==> config.mk <==
export PLATFORM = sky130hd
export DESIGN_NAME = fb_bank_scheduler
export DESIGN_NICKNAME = d
export VERILOG_FILES = /design/src/rtl/fb_bank_scheduler.sv
export SDC_FILE = /design/constraint.sdc
export NUM_CORES = 1
export LEC_CHECK = 0
export CAP_MARGIN = 10
export CORE_MARGIN = 1
export CORE_UTILIZATION = 25
export CTS_BUF_LIST = sky130_fd_sc_hd__clkbuf_2 sky130_fd_sc_hd__clkbuf_4 sky130_fd_sc_hd__clkbuf_8
export DETAILED_ROUTE_END_ITERATION = 8
export GPL_TIMING_DRIVEN = 0
export HOLD_SLACK_MARGIN = 0.03
export SKIP_LAST_GASP = 1
export SLEW_MARGIN = 20
export SYNTH_ARGS = -nofsm -noshare
export SYNTH_HDL_FRONTEND = slang
export SYNTH_SLANG_ARGS = --single-unit
export TNS_END_PERCENT = 20
==> constraint.sdc <==
create_clock -name clk -period 2.9 [get_ports clk]
set_input_delay 0.435 -clock clk [delete_from_list [all_inputs] [get_ports clk]]
set_output_delay 0.435 -clock clk [all_outputs]
set_load 0.01 [all_outputs]
==> src/rtl/fb_bank_scheduler.sv <==
// Double-buffer bank scheduler between the RGB-capture writer and the framebuffer reader.
// The shared frame RAM is split into two banks: the writer fills the back bank while
// the reader streams from the front bank. Banks swap only after a complete frame has
// been captured, and (once streaming) only on a position_sync boundary.
module fb_bank_scheduler #(
  parameter int unsigned BANK_ADDR_W = 15,
  parameter int unsigned RAM_ADDR_W  = 32,
  parameter int unsigned DATA_W      = 16,
  parameter int unsigned FRAME_WORDS = 24576
) (
  input  logic                  clk,
  input  logic                  rst,
  input  logic                  wr_frame_start,
  input  logic                  wr_en,
  input  logic [RAM_ADDR_W-1:0] wr_addr,
  input  logic [DATA_W-1:0]     wr_data,
  input  logic [RAM_ADDR_W-1:0] rd_addr,
  input  logic                  position_sync,
  output logic                  ram_w_enable,
  output logic [RAM_ADDR_W-1:0] ram_w_addr,
  output logic [DATA_W-1:0]     ram_w_data,
  output logic [RAM_ADDR_W-1:0] ram_r_addr,
  output logic                  write_bank,
  output logic                  read_bank,
  output logic                  stream_ready,
  output logic                  bank_swap,
  output logic                  write_dropped
);

  // Count must be able to hold FRAME_WORDS itself on the completing write.
  localparam int unsigned CNT_W = $clog2(FRAME_WORDS + 1);
  localparam logic [CNT_W-1:0] FRAME_CNT = CNT_W'(FRAME_WORDS);
  // Zero padding above {bank, local} in the physical RAM address.
  localparam int unsigned PAD_W = RAM_ADDR_W - BANK_ADDR_W - 1;

  typedef enum logic [1:0] {
    StIdle = 2'd0,
    StFill = 2'd1,
    StDone = 2'd2
  } wr_state_e;

  wr_state_e        state;
  logic [CNT_W-1:0] count;
  logic             start_pending;

  logic [BANK_ADDR_W-1:0] wr_local;
  logic [BANK_ADDR_W-1:0] rd_local;
  logic [31:0]            wr_local_ext;
  logic                   start_eff;
  logic                   fill_eff;
  logic [CNT_W-1:0]       count_base;
  logic [CNT_W-1:0]       count_inc;
  logic                   in_range;
  logic                   accept;
  logic                   complete;
  logic                   swap;
  logic                   pend_eff;

  // Upper address bits are ignored by design; gathered here so they are visibly unused.
  logic unused_addr_bits;
  assign unused_addr_bits = ^{wr_addr[RAM_ADDR_W-1:BANK_ADDR_W], rd_addr[RAM_ADDR_W-1:BANK_ADDR_W]};

  assign wr_local     = wr_addr[BANK_ADDR_W-1:0];
  assign rd_local     = rd_addr[BANK_ADDR_W-1:0];
  assign wr_local_ext = 32'(wr_local);

  // Decode the effective writer state: a start pulse outside StDone takes effect
  // before any write in the same cycle, so that word becomes the frame's first.
  always_comb begin
    start_eff  = wr_frame_start && (state != StDone);
    fill_eff   = start_eff || (state == StFill);
    count_base = start_eff ? '0 : count;
    count_inc  = count_base + 1'b1;
    in_range   = (wr_local_ext < FRAME_WORDS);
    accept     = wr_en && fill_eff && in_range;
    complete   = accept && (count_inc == FRAME_CNT);
    // First frame swaps immediately; afterwards wait for the rotation reference.
    swap       = (state == StDone) && (!stream_ready || position_sync);
    // A start arriving on the swap cycle itself still counts as pending.
    pend_eff   = start_pending || wr_frame_start;
  end

  // Writer FSM, bank ownership and all registered outputs.
  always_ff @(posedge clk or posedge rst) begin
    if (rst) begin
      state         <= StIdle;
      count         <= '0;
      start_pending <= 1'b0;
      write_bank    <= 1'b0;
      read_bank     <= 1'b1;
      stream_ready  <= 1'b0;
      bank_swap     <= 1'b0;
      write_dropped <= 1'b0;
      ram_w_enable  <= 1'b0;
      ram_w_addr    <= '0;
      ram_w_data    <= '0;
      ram_r_addr    <= '0;
    end else begin
      bank_swap     <= swap;
      write_dropped <= wr_en && !accept;
      ram_w_enable  <= accept;
      // Address uses the back bank as registered, never the post-swap value.
      if (accept) begin
        ram_w_addr <= {{PAD_W{1'b0}}, write_bank, wr_local};
        ram_w_data <= wr_data;
      end
      ram_r_addr <= {{PAD_W{1'b0}}, read_bank, rd_local};

      case (state)
        StIdle, StFill: begin
          if (fill_eff) begin
            if (complete) begin
              state <= StDone;
              count <= count_inc;
            end else begin
              state <= StFill;
              count <= accept ? count_inc : count_base;
            end
          end
        end
        StDone: begin
          if (wr_frame_start) begin
            start_pending <= 1'b1;
          end
          if (swap) begin
            write_bank    <= ~write_bank;
            read_bank     <= ~read_bank;
            stream_ready  <= 1'b1;
            count         <= '0;
            start_pending <= 1'b0;
            state         <= pend_eff ? StFill : StIdle;
          end
        end
        default: begin
          state <= StIdle;
          count <= '0;
        end
      endcase
    end
  end

endmodule

-- Yosys cells after proc, flatten, opt, wreduce, memory -nomap -nowiden
Cells that the tools add are included.
- output and inout port bits: 86
- register bits after elaboration: 72
- input port bits: 85
- add/subtract/negate cells: 1
- eq/ne operators: 6
- bitwise logic cells: 2
- reduce and logical (&&, ||, !) cells: 17
- mux-type cells: 13
- order comparisons: 1
- operators with widths (operator ; count):
    2-to-1 mux 15 bit ; 5
    case mux 15 bit (2 select lines) ; 1
    adder 15 x 1 -> 15 bit, second input constant ; 1
    == test 15 bit, second input constant ; 1
    less-than comparator 15 bit, second input constant ; 1
    logical AND 1 bit ; 6
    2-to-1 mux 2 bit ; 3
    != test 2 bit, second input constant ; 3
    AND reduction 2 bit ; 3
    case mux 2 bit (2 select lines) ; 1
    logical OR 1 bit ; 3
    2-to-1 mux 1 bit ; 3
    == test 2 x 1 -> 1 bit, second input constant ; 1
    == test 2 bit, second input constant ; 1
    zero test 1 bit ; 2
    zero test 2 bit ; 1
    NOT 1 bit ; 2
    nonzero test 2 bit ; 1
    OR reduction 2 bit ; 1

-- Logic depth before layout (Yosys ltp)
- depth after elaboration: 9
- depth in mapped cells: 11
- gate-level depth less buffers: 10

-- Worst setup path before layout
No wires, ideal clock.
- kind: register -> register
- start point: register state[1]
- end point: register count[12]
- data required time: 2.775 ns
- arrival: 2.410 ns
- stages on the path, launching flop included: 12
- buffers on the path: 1
- setup time: 0.125 ns
- path slack: 0.365 ns
- path through: dfrtp_1 -> buf_2 -> nor2b_1 -> nor2_1 -> nor2_1 -> ha_1 -> nand3_2 -> a2111oi_4 -> nand3_1 -> or2_1 -> a21oi_1 -> mux2i_1
- cells in the longest elaborated chain, start to end: 9
- RTL lines (item ; line ; RTL):
    from (decl) ; 42 ; wr_state_e state;
    from (signal assigned) ; 86 ; state <= StIdle;
    from (signal assigned) ; 113 ; state <= StDone;
    from (signal assigned) ; 116 ; state <= StFill;
    != test 2 bit ; 70 ; start_eff = wr_frame_start && (state != StDone);
    logical AND 1 bit ; 70 ;
    2-to-1 mux 15 bit or logical OR 1 bit (tied branches) ; 72, 71 ;
    adder 15 x 1 -> 15 bit or logical AND 1 bit (tied branches) ; 73, 75 ;
    == test 15 bit or logical AND 1 bit (tied branches) ; 76, 75 ;
    logical AND 1 bit or 2-to-1 mux 15 bit (tied branches) ; 76, 117 ;
    2-to-1 mux 15 bit ; 112 ; if (complete) begin
    2-to-1 mux 15 bit ; 111 ; if (fill_eff) begin
    case mux 15 bit (2 select lines) ; 109 ; case (state)
    to (signal assigned) ; 114 ; count <= count_inc;
    to (signal assigned) ; 117 ; count <= accept ? count_inc : count_base;
    to (decl) ; 43 ; logic [CNT_W-1:0] count;
Parallel ways exist; a longest one is shown, timed or not. The select of a mux whose other input is x is not followed.
A chain may end at the register's enable or synchronous reset.

-- Final worst setup path
- start point: input port wr_frame_start
- end point: register state[0]
- cells in the longest elaborated chain, start to end: 8
- RTL lines (item ; line ; RTL):
    from (decl) ; 13 ; input logic wr_frame_start,
    logical AND 1 bit ; 70 ;
    2-to-1 mux 15 bit or logical OR 1 bit (tied branches) ; 72, 71 ;
    adder 15 x 1 -> 15 bit or logical AND 1 bit (tied branches) ; 73, 75 ;
    == test 15 bit or logical AND 1 bit (tied branches) ; 76, 75 ;
    logical AND 1 bit ; 76 ; complete = accept && (count_inc == FRAME_CNT);
    2-to-1 mux 2 bit ; 112 ;
    2-to-1 mux 2 bit ; 111 ;
    case mux 2 bit (2 select lines) ; 109 ;
Parallel ways exist; a longest one is shown, timed or not. The select of a mux whose other input is x is not followed.

==> reports/results.tsv <==
stage	metric	value	unit
run_status	status	finished clean	
cts	clk buf depth	2	
synthesis	post-synthesis register bit count	72	
power_and_ir_drop	static leakage	2.31	nW
cts	Sink Count	72	
sta	worst-margin pin slew	0.551	ns
synthesis	top cell type's share of synthesized area	52.5	%
die	DIE AREA	14000	µm²
die	Initial Utilization	25.6	%
synthesis	Post-Synth XOR/XNOR Area	1.04	%
global_route	gr ovfl total	0	
synthesis	Mapped Cells	359	
cts	htree depth	3	
cts	CTS Buf Count	9	
global_route	via count of the first global-routing pass	2780	
synthesis	syn_area_per_cell	9.43	µm²
critical_path	CP Data Required Time	3.15	ns
sta	FMAX	0.356	GHz
critical_path	crit end category	flip-flop	
global_route	initial antenna violation count	0	
place	Final GP Congestion	0.895	
synthesis	Seq/Total Area, Yosys	53.3	%
synthesis	Synth Area in Compound Gates	11.9	%
layout	area of the multi-input gates	1360	µm²
sta	minimum clock period	2.81	ns
synthesis	most frequent cell after synthesis	nand2_1	
die	Die Width	118	µm
layout	Area growth syn-to-layout	47.0	%
detailed_routing	DRT iter0 DRCs	115	
critical_path	R2R Setup Slk	0.20	ns
cts	clock-pin transition on the worst setup and hold timing paths	0.08	ns
critical_path	sum of buffers and inverters on the critical path	4	
critical_path	critical path cell sequence	clkdlybuf4s50_1, buf_2, inv_2, nor2_2, nor2_1, ha_1, nand3_2, a2111oi_4, buf_4, and3b_1, o31ai_1, o2111ai_1, and3_1	
place	PortBufs	104	
critical_path	Top delay family on crit path	buffers and inverters	
synthesis	Post-synth EDFFs	0	
critical_path	CP Class	input port to flip-flop	
sta	period utilization	96.9	%
detailed_routing	vias per cell	4.25	
detailed_routing	Residual DRC	0	
layout	Reg area	1800	µm²
synthesis	Synth Area in Adders	0.370	%
detailed_routing	DR vias	2921	
cts	cts hold-fix bufs	0	
sta	final setup vio count	0	
synthesis	Synth Warn #	0	
layout	fillers	1375	
critical_path	peak per-stage delay on the critical path	0.53	ns
synthesis	async set-reset flop share out of synthesis	100	%
cts	CTS tree	done	
sta	Final Slew Violations	0	
detailed_routing	Routed WL	8420	µm
die	Core ar.	13200	µm²
synthesis	area leader, netlist	dfrtp_1	
die	I/O pins	171	
synthesis	mux contribution to synthesized area	1.18	%
die	num rows	42	
detailed_routing	Avg WL per Cell	12.2	µm
synthesis	Area contributors post-synth	dfrtp_1, nand2_1, buf_4	
die	Vert. Die Dim	118	µm
synthesis	top cells by count, synth	nand2_1, dfrtp_1, buf_4, nor2_1, a21oi_1	
sta	Final Hold Vio Count	0	
critical_path	CP Max Fanout	10	
critical_path	CP Launch Type	input port	
global_route	largest net degree at the start of global routing	40	
power_and_ir_drop	Total Power	0.00228	W
detailed_routing	drt pass-1 iters	4	
synthesis	post-synthesis cell type count	53	
critical_path	slowest library cell on the worst path	clkdlybuf4s50_1	
synthesis	Synth Area in Simple Gates	22.0	%
layout	Layout Nets	593	
sta	RSZ-0062 raised after global routing	true	
synthesis	Post-Syn Area	3380	µm²
run	max cap viols	0	
global_route	first-pass GRT wire length	13700	µm
min_path	Worst Hold Class	input port to asynchronous set/reset pin	
global_route	gr usage total	12.4	%
critical_path	crit path DAT	3.06	ns
sta	Max-slew headroom	63.1	%
sta	skew final	0.00585	ns
detailed_routing	antenna viol nets, final	0	
cts	Clk Latency, worst-skew pair	0.36	ns
cts	Root Driver	clkbuf_8	
place	DP Wirelength	6220	µm
synthesis	largest family of logic cells by synthesized area	simple AND/OR/NAND/NOR gates	
power_and_ir_drop	Cell Pwr Density	458	nW/µm²
synthesis	Main synth FF type	dfrtp_1	
power_and_ir_drop	Max VDD drop	0.000250	V
layout	share of cells above drive strength 1	13.7	%
layout	post-layout util	37.6	%
layout	diodes inserted	0	
[registers in the layout, indices dropped and copies added, names as in the netlist, 2 cells and up]
| signal | count |
|---|---|
| ram_w_data | 16 |
| ram_r_addr | 16 |
| ram_w_addr | 16 |
| count | 15 |
| state | 2 |
[cell type report]
class / count / area share, %
plain buffers: 49 / 6.51
clock buffers: 9 / 2.49
clock inverters: 7 / 0.931
inverters: 6 / 0.503
multi-input cells: 263 / 27.4
flip-flops and latches: 72 / 36.2
well taps: 176 / 4.43
repair buffers: 106 / 21.5
[final timing paths]
check / start / cells past startpoint / to
max in group asynchronous: rst / 3 / read_bank$_DFFE_PP1P_
worst min-delay path: rst / 2 / ram_w_data[10]$_DFFE_PP0P_
min in group clk: read_bank$_DFFE_PP1P_ / 0 / ram_r_addr[15]$_DFF_PP0_
worst min register to register: read_bank$_DFFE_PP1P_ / 0 / ram_r_addr[15]$_DFF_PP0_
worst max register to register: state[1]$_DFFE_PP0P_ / 12 / state[0]$_DFFE_PP0P_
worst max-delay path: wr_frame_start / 13 / state[0]$_DFFE_PP0P_
[power breakdown]
part | leakage, nW | total, W | switching [W] | internal [W]
logic | 1.34 | 0.000451 | 0.000202 | 0.000249
clock network | 0.0814 | 0.000709 | 0.000401 | 0.000308
registers | 0.889 | 0.00112 | 0.0000391 | 0.00108
total | 2.31 | 0.00228 | 0.000642 | 0.00163
[routing by layer]
layer	global-route usage [%]	wire length, µm
met4	4.25	120
met1	15.1	3660
met5	0	0
met2	20.3	4020
met3	4.39	619
[per-stage QoR]
stage / hold slack (ns) / setup TNS (ns) / setup WS, ns / cells / area, µm²
5_1_grt: 0.427 / -0.00869 / -0.00869 / 688 / 4970
2_1_floorplan: 0.425 / 0 / 0.365 / 390 / 3500
4_1_cts: 0.408 / 0 / 0.0464 / 688 / 4960
3_5_place_dp: 0.411 / -2.42 / -0.579 / 671 / 4780
6_report: 0.417 / 0 / 0.0900 / 688 / 4970
3_3_place_gp: 0.409 / -47.43 / -0.641 / 670 / 4760
[kinds of logic after synthesis]
kind of cell | Yosys count
buffers and inverters | 55
muxes | 4
adders and majority gates | 1
and+or+nand+nor | 166
xor gates and xnor gates | 4
other | 1
DFF | 72
AOI/OAI and AO/OA | 56
[cell usage in the layout, fill, tap and decap left out, types with 2 or more instances in the layout]
cell and instances:
nand2_1 107, conb_1 32, nor2b_1 2, buf_4 33, buf_2 6, and3b_1 3, and3_1 5, o31a_1 2
nor2_1 17, clkinv_2 3, inv_1 4, clkinvlp_4 3, o31ai_1 3, nand4_1 6, o22ai_1 2, clkdlybuf4s50_1 104
a21o_1 2, nand2b_1 2, a21oi_1 14, nor3_1 2, o21ai_0 13, a22o_1 2, clkbuf_8 9, o311ai_0 2
clkbuf_1 6, xor2_1 4, nand3_1 8, dfrtp_1 71, o211ai_1 2, and4_1 2, and2_1 4, mux2i_1 4
buf_1 2
[timing repair]
action,in CTS,in global routing
endpoints found under the setup margin,5,5
buffers inserted,1,0
cloned,0,0
pin swaps,1,0
gates resized for setup,2,3
(Power assumes the default switching activity.)
